===== config.mk =====
export PLATFORM = sky130hd
export DESIGN_NAME = vga_mode_sequencer
export DESIGN_NICKNAME = d
export VERILOG_FILES = /design/src/rtl/vga_mode_sequencer.sv
export SDC_FILE = /design/constraint.sdc
export NUM_CORES = 1
export LEC_CHECK = 0
export CAP_MARGIN = 25
export CELL_PAD_IN_SITES_DETAIL_PLACEMENT = 0
export CELL_PAD_IN_SITES_GLOBAL_PLACEMENT = 2
export CORE_MARGIN = 3
export CORE_UTILIZATION = 31
export CTS_CLUSTER_SIZE = 20
export DETAILED_ROUTE_END_ITERATION = 7
export PLACE_DENSITY = 0.86
export SLEW_MARGIN = 20
export SYNTH_ARGS = -nofsm -noshare
export SYNTH_HDL_FRONTEND = slang
export SYNTH_SLANG_ARGS = --single-unit

===== constraint.sdc =====
create_clock -name clk -period 2.4 [get_ports clk]
set_input_delay 0.48 -clock clk [delete_from_list [all_inputs] [get_ports clk]]
set_output_delay 0.48 -clock clk [all_outputs]
set_load 0.1 [all_outputs]

===== src/rtl/vga_mode_sequencer.sv =====
// Round-robin sequencer sharing the VGA control PIO between NUM_REQ requesters.
// Optional build macro VGA_SEQ_SKIP_REDUNDANT_EN: grants that rewrite the current value skip the write and settle.
module vga_mode_sequencer #(
    parameter int NUM_REQ       = 2,
    parameter int DATA_W        = 2,
    parameter int SETTLE_CYCLES = 16
) (
    input  logic                        clk,
    input  logic                        reset,
    input  logic [NUM_REQ-1:0]          req,
    input  logic [NUM_REQ*DATA_W-1:0]   req_data,
    output logic [NUM_REQ-1:0]          ack,
    output logic [1:0]                  pio_address,
    output logic                        pio_chipselect,
    output logic                        pio_write_n,
    output logic [DATA_W-1:0]           pio_writedata,
    output logic [DATA_W-1:0]           cur_value,
    output logic                        busy
);

    localparam int IW = (NUM_REQ > 1) ? $clog2(NUM_REQ) : 1;
    localparam int CW = (SETTLE_CYCLES > 0) ? $clog2(SETTLE_CYCLES + 1) : 1;

    typedef enum logic [1:0] {
        ST_IDLE   = 2'd0,
        ST_WRITE  = 2'd1,
        ST_SETTLE = 2'd2,
        ST_ACK    = 2'd3
    } state_t;

    state_t              state_q, state_d;
    logic [IW-1:0]       rr_q, rr_d;
    logic [IW-1:0]       grant_q, grant_d;
    logic [DATA_W-1:0]   data_q, data_d;
    logic [CW-1:0]       cnt_q, cnt_d;
    logic [DATA_W-1:0]   cur_value_q, cur_value_d;
    logic [NUM_REQ-1:0]  ack_q, ack_d;
    logic                cs_q, cs_d;
    logic                wr_n_q, wr_n_d;
    logic                busy_q, busy_d;

    logic                arb_found_s;
    logic [IW-1:0]       arb_idx_s;
    logic [DATA_W-1:0]   arb_data_s;

    function automatic logic [NUM_REQ-1:0] onehot(input logic [IW-1:0] idx);
        return {{(NUM_REQ-1){1'b0}}, 1'b1} << idx;
    endfunction

    // Round-robin search: first asserted request above the last grant, wrapping
    always_comb begin
        arb_found_s = 1'b0;
        arb_idx_s   = '0;
        for (int i = 1; i <= NUM_REQ; i++) begin
            arb_idx_s   = (!arb_found_s && req[(int'(rr_q) + i) % NUM_REQ])
                          ? IW'((int'(rr_q) + i) % NUM_REQ) : arb_idx_s;
            arb_found_s = arb_found_s | req[(int'(rr_q) + i) % NUM_REQ];
        end
        arb_data_s = req_data[int'(arb_idx_s)*DATA_W +: DATA_W];
    end

    // Next-state logic; outputs are decoded from the next state so they register cleanly
    always_comb begin
        state_d     = state_q;
        rr_d        = rr_q;
        grant_d     = grant_q;
        data_d      = data_q;
        cnt_d       = cnt_q;
        cur_value_d = cur_value_q;
        case (state_q)
            ST_IDLE: begin
                if (arb_found_s) begin
                    rr_d    = arb_idx_s;
                    grant_d = arb_idx_s;
                    data_d  = arb_data_s;
`ifdef VGA_SEQ_SKIP_REDUNDANT_EN
                    if (arb_data_s == cur_value_q) begin
                        state_d = ST_ACK;
                    end else begin
                        state_d = ST_WRITE;
                    end
`else
                    state_d = ST_WRITE;
`endif
                end else begin
                    state_d = ST_IDLE;
                end
            end
            ST_WRITE: begin
                cur_value_d = data_q;
                cnt_d       = CW'(1);
                if (SETTLE_CYCLES == 0) begin
                    state_d = ST_ACK;
                end else begin
                    state_d = ST_SETTLE;
                end
            end
            ST_SETTLE: begin
                if (cnt_q == CW'(SETTLE_CYCLES)) begin
                    state_d = ST_ACK;
                    cnt_d   = '0;
                end else begin
                    cnt_d   = cnt_q + CW'(1);
                end
            end
            ST_ACK: begin
                state_d = ST_IDLE;
            end
            default: begin
                state_d = ST_IDLE;
            end
        endcase

        cs_d   = (state_d == ST_WRITE);
        wr_n_d = (state_d != ST_WRITE);
        busy_d = (state_d != ST_IDLE);
        ack_d  = (state_d == ST_ACK) ? onehot(grant_d) : '0;
    end

    // State and output registers; reset aborts any transaction in flight
    always_ff @(posedge clk) begin
        if (reset) begin
            state_q     <= ST_IDLE;
            rr_q        <= IW'(NUM_REQ - 1);
            grant_q     <= '0;
            data_q      <= '0;
            cnt_q       <= '0;
            cur_value_q <= '0;
            ack_q       <= '0;
            cs_q        <= 1'b0;
            wr_n_q      <= 1'b1;
            busy_q      <= 1'b0;
        end else begin
            state_q     <= state_d;
            rr_q        <= rr_d;
            grant_q     <= grant_d;
            data_q      <= data_d;
            cnt_q       <= cnt_d;
            cur_value_q <= cur_value_d;
            ack_q       <= ack_d;
            cs_q        <= cs_d;
            wr_n_q      <= wr_n_d;
            busy_q      <= busy_d;
        end
    end

    assign ack            = ack_q;
    assign pio_address    = 2'd0;
    assign pio_chipselect = cs_q;
    assign pio_write_n    = wr_n_q;
    assign pio_writedata  = data_q;
    assign cur_value      = cur_value_q;
    assign busy           = busy_q;

endmodule

Word-level counts from Yosys, hierarchy flattened --
Cells that the tools add are included.
Operators by class: shift-type cells 2, reductions and logical operators 7, multiplexer cells 15, equality and inequality tests 7, add/subtract/negate cells 3, $lt $le $gt $ge 2, bitwise logic cells 4
Operators by type and width (count):
- $mux 1 | 11
- $pmux 5 s2 | 1
- $pmux 2 s4 | 1
- $eq 2x2->1 const B | 3
- $lt 2x3->1 const B | 2
- $add 5x1->5 const B | 1
- $eq 5x5->1 const B | 1
- $mux 5 | 1
- $eq 2x1->1 const B | 2
- $reduce_bool 2->1 | 2
- $shiftx 4x3->2 | 1
- $add 1x1->1 const B | 2
- $and 1x1->1 const A | 2
- $logic_not 2->1 | 1
- $mux 2 | 1
- $ne 2x1->1 const B | 1
- $reduce_and 2->1 | 1
- $reduce_or 2->1 | 1
- $shl 1x1->2 const A | 1
- $logic_and 1x1->1 | 1
- $logic_not 1->1 | 1
- $not 1->1 | 1
- $or 1x1->1 | 1
Storage, ports and cells: output and inout bits 11, input port bits 8, register bits after elaboration 18, word-level logic and storage cells 50

Longest topological paths before layout --
depth in word-level cells 11, depth in mapped cells 6

Worst setup path after synthesis --
No wires, ideal clock.
path type reg-to-output, start register data_q[0] (netlist: pio_writedata[0]), end output port pio_writedata[0], buffers on the path 0, data arrival time 0.940 ns, cell stages (with the launch flop) 1, path slack 0.980 ns, data required time 1.920 ns, path through dfxtp_1
RTL lines:
- start: declaration | line 34 | logic [DATA_W-1:0] data_q, data_d;
- start signal: assignment | line 137 | data_q <= data_d;
- end: declaration | line 16 | output logic [DATA_W-1:0] pio_writedata,
No word-level cell between the ends.

Final worst setup path --
start register state_q[0], end register cnt_q[2]
Between the ends: longest elaborated chain between the ends 2, elaborated cells on any way between the ends 4, classes of those cells 2 x eq/ne; 1 x mux; 1 x reduce/logical
Ends and longest elaborated chain:
- start: declaration | line 31 | state_t state_q, state_d;
- start signal: assignment | line 134 | state_q <= state_d;
- $eq 2x2->1 or $eq 2x1->1 (tied branches) | line 70 | case (state_q)
- $pmux 5 s2 or $reduce_bool 2->1 (tied branches)
- end signal: assignment | line 138 | cnt_q <= cnt_d;
- end: declaration | line 35 | logic [CW-1:0] cnt_q, cnt_d;
Parallel ways exist; a longest one is shown, timed or not. A chain may end at the register's enable or synchronous reset.

==> flow_summary.json <==
{
  "fin_cells": 135,
  "fillers": 253,
  "combPwrFrac": 0.597,
  "synth_top_cell_by_area": "dfxtp_1",
  "cts_resized": 0,
  "fmax_mhz": 614.2,
  "p_seq_frac": 0.297,
  "p_leak_uw": 0.0004136,
  "layout-drive-gt1-share": 0.1810,
  "synth_enable_flop_cells": 0,
  "ant_nets": 0,
  "finalCriticalPeriod_ns": 1.628,
  "startpoint_type": "flip-flop",
  "pwr-share-clk": 0.106,
  "ys_ff_latch": 18,
  "dp_hpwl_mm": 1.205,
  "tns_ns": 0,
  "ir_drop_mv": 0.7816,
  "grt_usage": 0.1116,
  "hold_path.class": "reg -> reg",
  "clock_path_buffers": 2,
  "core-area_um2": 2500,
  "synthTopCellsByArea": "dfxtp_1 44%, ha_1 9.1%, mux2i_1 4.9%",
  "critPathArrivalTime_ns": 1.82,
  "post_dp_cell_area_um2": 991.0,
  "worst_slack_ns": 0.7719,
  "synth.top_cell.area_share": 0.4377,
  "grt_overflow": 0,
  "skew_ns": 0.004841,
  "firstDrtPassIters": 4,
  "port_buffers": 16,
  "syn2layout_area_growth_pct": 23.10,
  "antennaDiodeCount": 0,
  "die_w_um": 57.54,
  "antenna_found_initial": 0,
  "intPower_uw": 672.8,
  "timing.final.hold_violations": 0,
  "ys.flop_type": "dfxtp_1",
  "netlist_area_um2": 823.3,
  "async_flop_share": 0,
  "swShare": 0.5330,
  "clkLatencyLatePin_ns": 0.29,
  "pre_cts_ws_ns": 0.5189,
  "grt_start_max_net_pins": 14,
  "yosys_warnings": 0,
  "final_nets": 121,
  "setup.worst_path.class": "reg -> reg",
  "first_global_vias": 642,
  "dr_total_vias": 630,
  "rsz0062_at_grt": "no",
  "initial_core_util": 0.3293,
  "status": "completed",
  "cts_hold_buf": 0,
  "netSwitchingPower_uw": 768.1,
  "cts_buffers": 3,
  "setup-violations-final": 0,
  "clkSinkCount": 18,
  "design_area_um2": 1013,
  "synth_cell_type_count": 31,
  "vias_per_cell": 4.667,
  "critPathMaxFanout": 9,
  "p_per_area_nw_per_um2": 1422,
  "remaining_drc_errors": 0,
  "synth.avg_cell_area_um2": 9.463,
  "yosysMostFrequentCell": "dfxtp_1",
  "ys_top_cells_by_count": "18 x dfxtp_1, 8 x nor2_1, 6 x a21oi_1, 6 x ha_1, 5 x nand2_1",
  "syn_inst": 87,
  "clk_pin_slew_ns": 0.10,
  "cts_root_buf": "clkbuf_4",
  "drt_iter0_drc": 9,
  "maxCapViolations": 0,
  "cp-end-kind": "flip-flop",
  "rows": 18,
  "report.final.slew_viol_count": 0,
  "post_drt_wl_per_cell_um": 11.83,
  "cts_tree": "done",
  "postCtsSetupRepairBufs": 0,
  "dieHeight_um": 57.54,
  "routed_wl_mm": 1.597,
  "synth-seq-area-share": 0.4377,
  "htree_levels": 1,
  "dieArea_um2": 3310,
  "io_pins": 19,
  "grt_first_pass_wirelength_mm": 2.835,
  "finalCritPeriodShare": 0.6784,
  "dpl.cell_count": 132,
  "critPathRequiredTime_ns": 2.59,
  "gp_congestion": 0.7248
}
-- cells in the final DEF (no fill, tap or decap), types with 3 or more instances in the layout --
cell / synthesis / routed
inv_1: 4 / 4
nand3_1: 3 / 3
nand2_1: 5 / 5
nor2b_1: 3 / 3
o21ai_0: 3 / 3
clkdlybuf4s50_1: 0 / 7
ha_1: 6 / 6
clkbuf_4: 0 / 3
buf_4: 2 / 10
nor2_1: 8 / 8
dfxtp_1: 18 / 18
a211oi_1: 3 / 3
mux2i_1: 4 / 4
a21oi_1: 6 / 6
-- final timing paths --
check / from / to / slack, ns / cells after the start
worst max-delay path: state_q[0]$_SDFF_PP0_ / cnt_q[2]$_SDFFE_PP0P_ / 0.77 / 5
worst min register to register: cnt_q[1]$_SDFFE_PP0P_ / cnt_q[1]$_SDFFE_PP0P_ / 0.51 / 2
worst min-delay path: cnt_q[1]$_SDFFE_PP0P_ / cnt_q[1]$_SDFFE_PP0P_ / 0.51 / 2
worst max register to register: state_q[0]$_SDFF_PP0_ / cnt_q[2]$_SDFFE_PP0P_ / 0.77 / 5
-- cell type report --
type,count,area (um^2),area share
timing repair buffer,17,145.1,0.1432
tap,30,37.54,0.03704
clock buffer,3,22.52,0.02222
sequential,18,360.3,0.3556
inverter,6,22.52,0.02222
multi-input combinational,61,425.4,0.4198
-- per-layer routing --
| metal | up-vias | wire, um | track usage |
|---|---|---|---|
| li1 | 333 | - | - |
| met1 | 279 | 768 | 0.1354 |
| met2 | 13 | 720 | 0.1790 |
| met3 | 5 | 61 | 0.02262 |
| met4 | 0 | 46 | 0.06954 |
| met5 | - | 0 | 0 |
-- per-stage QoR --
step | util | power [uW] | hold slack (ns)
after floorplan | - | 1117 | 0.4665
after global placement | 0.3964 | 1289 | 0.4852
after detailed placement | 0.3964 | 1299 | 0.4874
after CTS | 0.4054 | 1453 | 0.5154
after global routing | 0.4054 | 1527 | 0.5640
final | 0.4054 | 1441 | 0.5095
-- power groups by stage --
stage | clock network [uW] | logic [uW] | registers [uW]
finish | 153 | 860 | 428
global route | 169 | 920 | 438
CTS | 158 | 865 | 429
detailed placement | 0 | 863 | 436
global placement | 0 | 855 | 434
floorplan | 0 | 341 | 776
-- critical path, stage by stage, from the launching register on --
cell and delay, ns:
dfxtp_1 0.39, inv_1 0.09, ha_1 0.44, clkinv_1 0.30, o21ai_0 0.23, a21oi_1 0.08
-- sequential cells by signal (all words and copies together), names as in the netlist --
signal,cells
cnt_q,5
ack,2
cur_value,2
pio_writedata,2
state_q,2
busy,1
grant_q,1
pio_chipselect,1
pio_write_n,1
rr_q,1
-- kinds of logic after synthesis --
kind of cell,synth area share
xor+xnor,0.01064
other cells,0.004555
compound gates,0.1444
simple gates,0.2128
fa+ha+maj,0.09118
buf+inv,0.05013
flops,0.4377
mux,0.04863
Note: power is estimated with default switching activity, not from simulation.
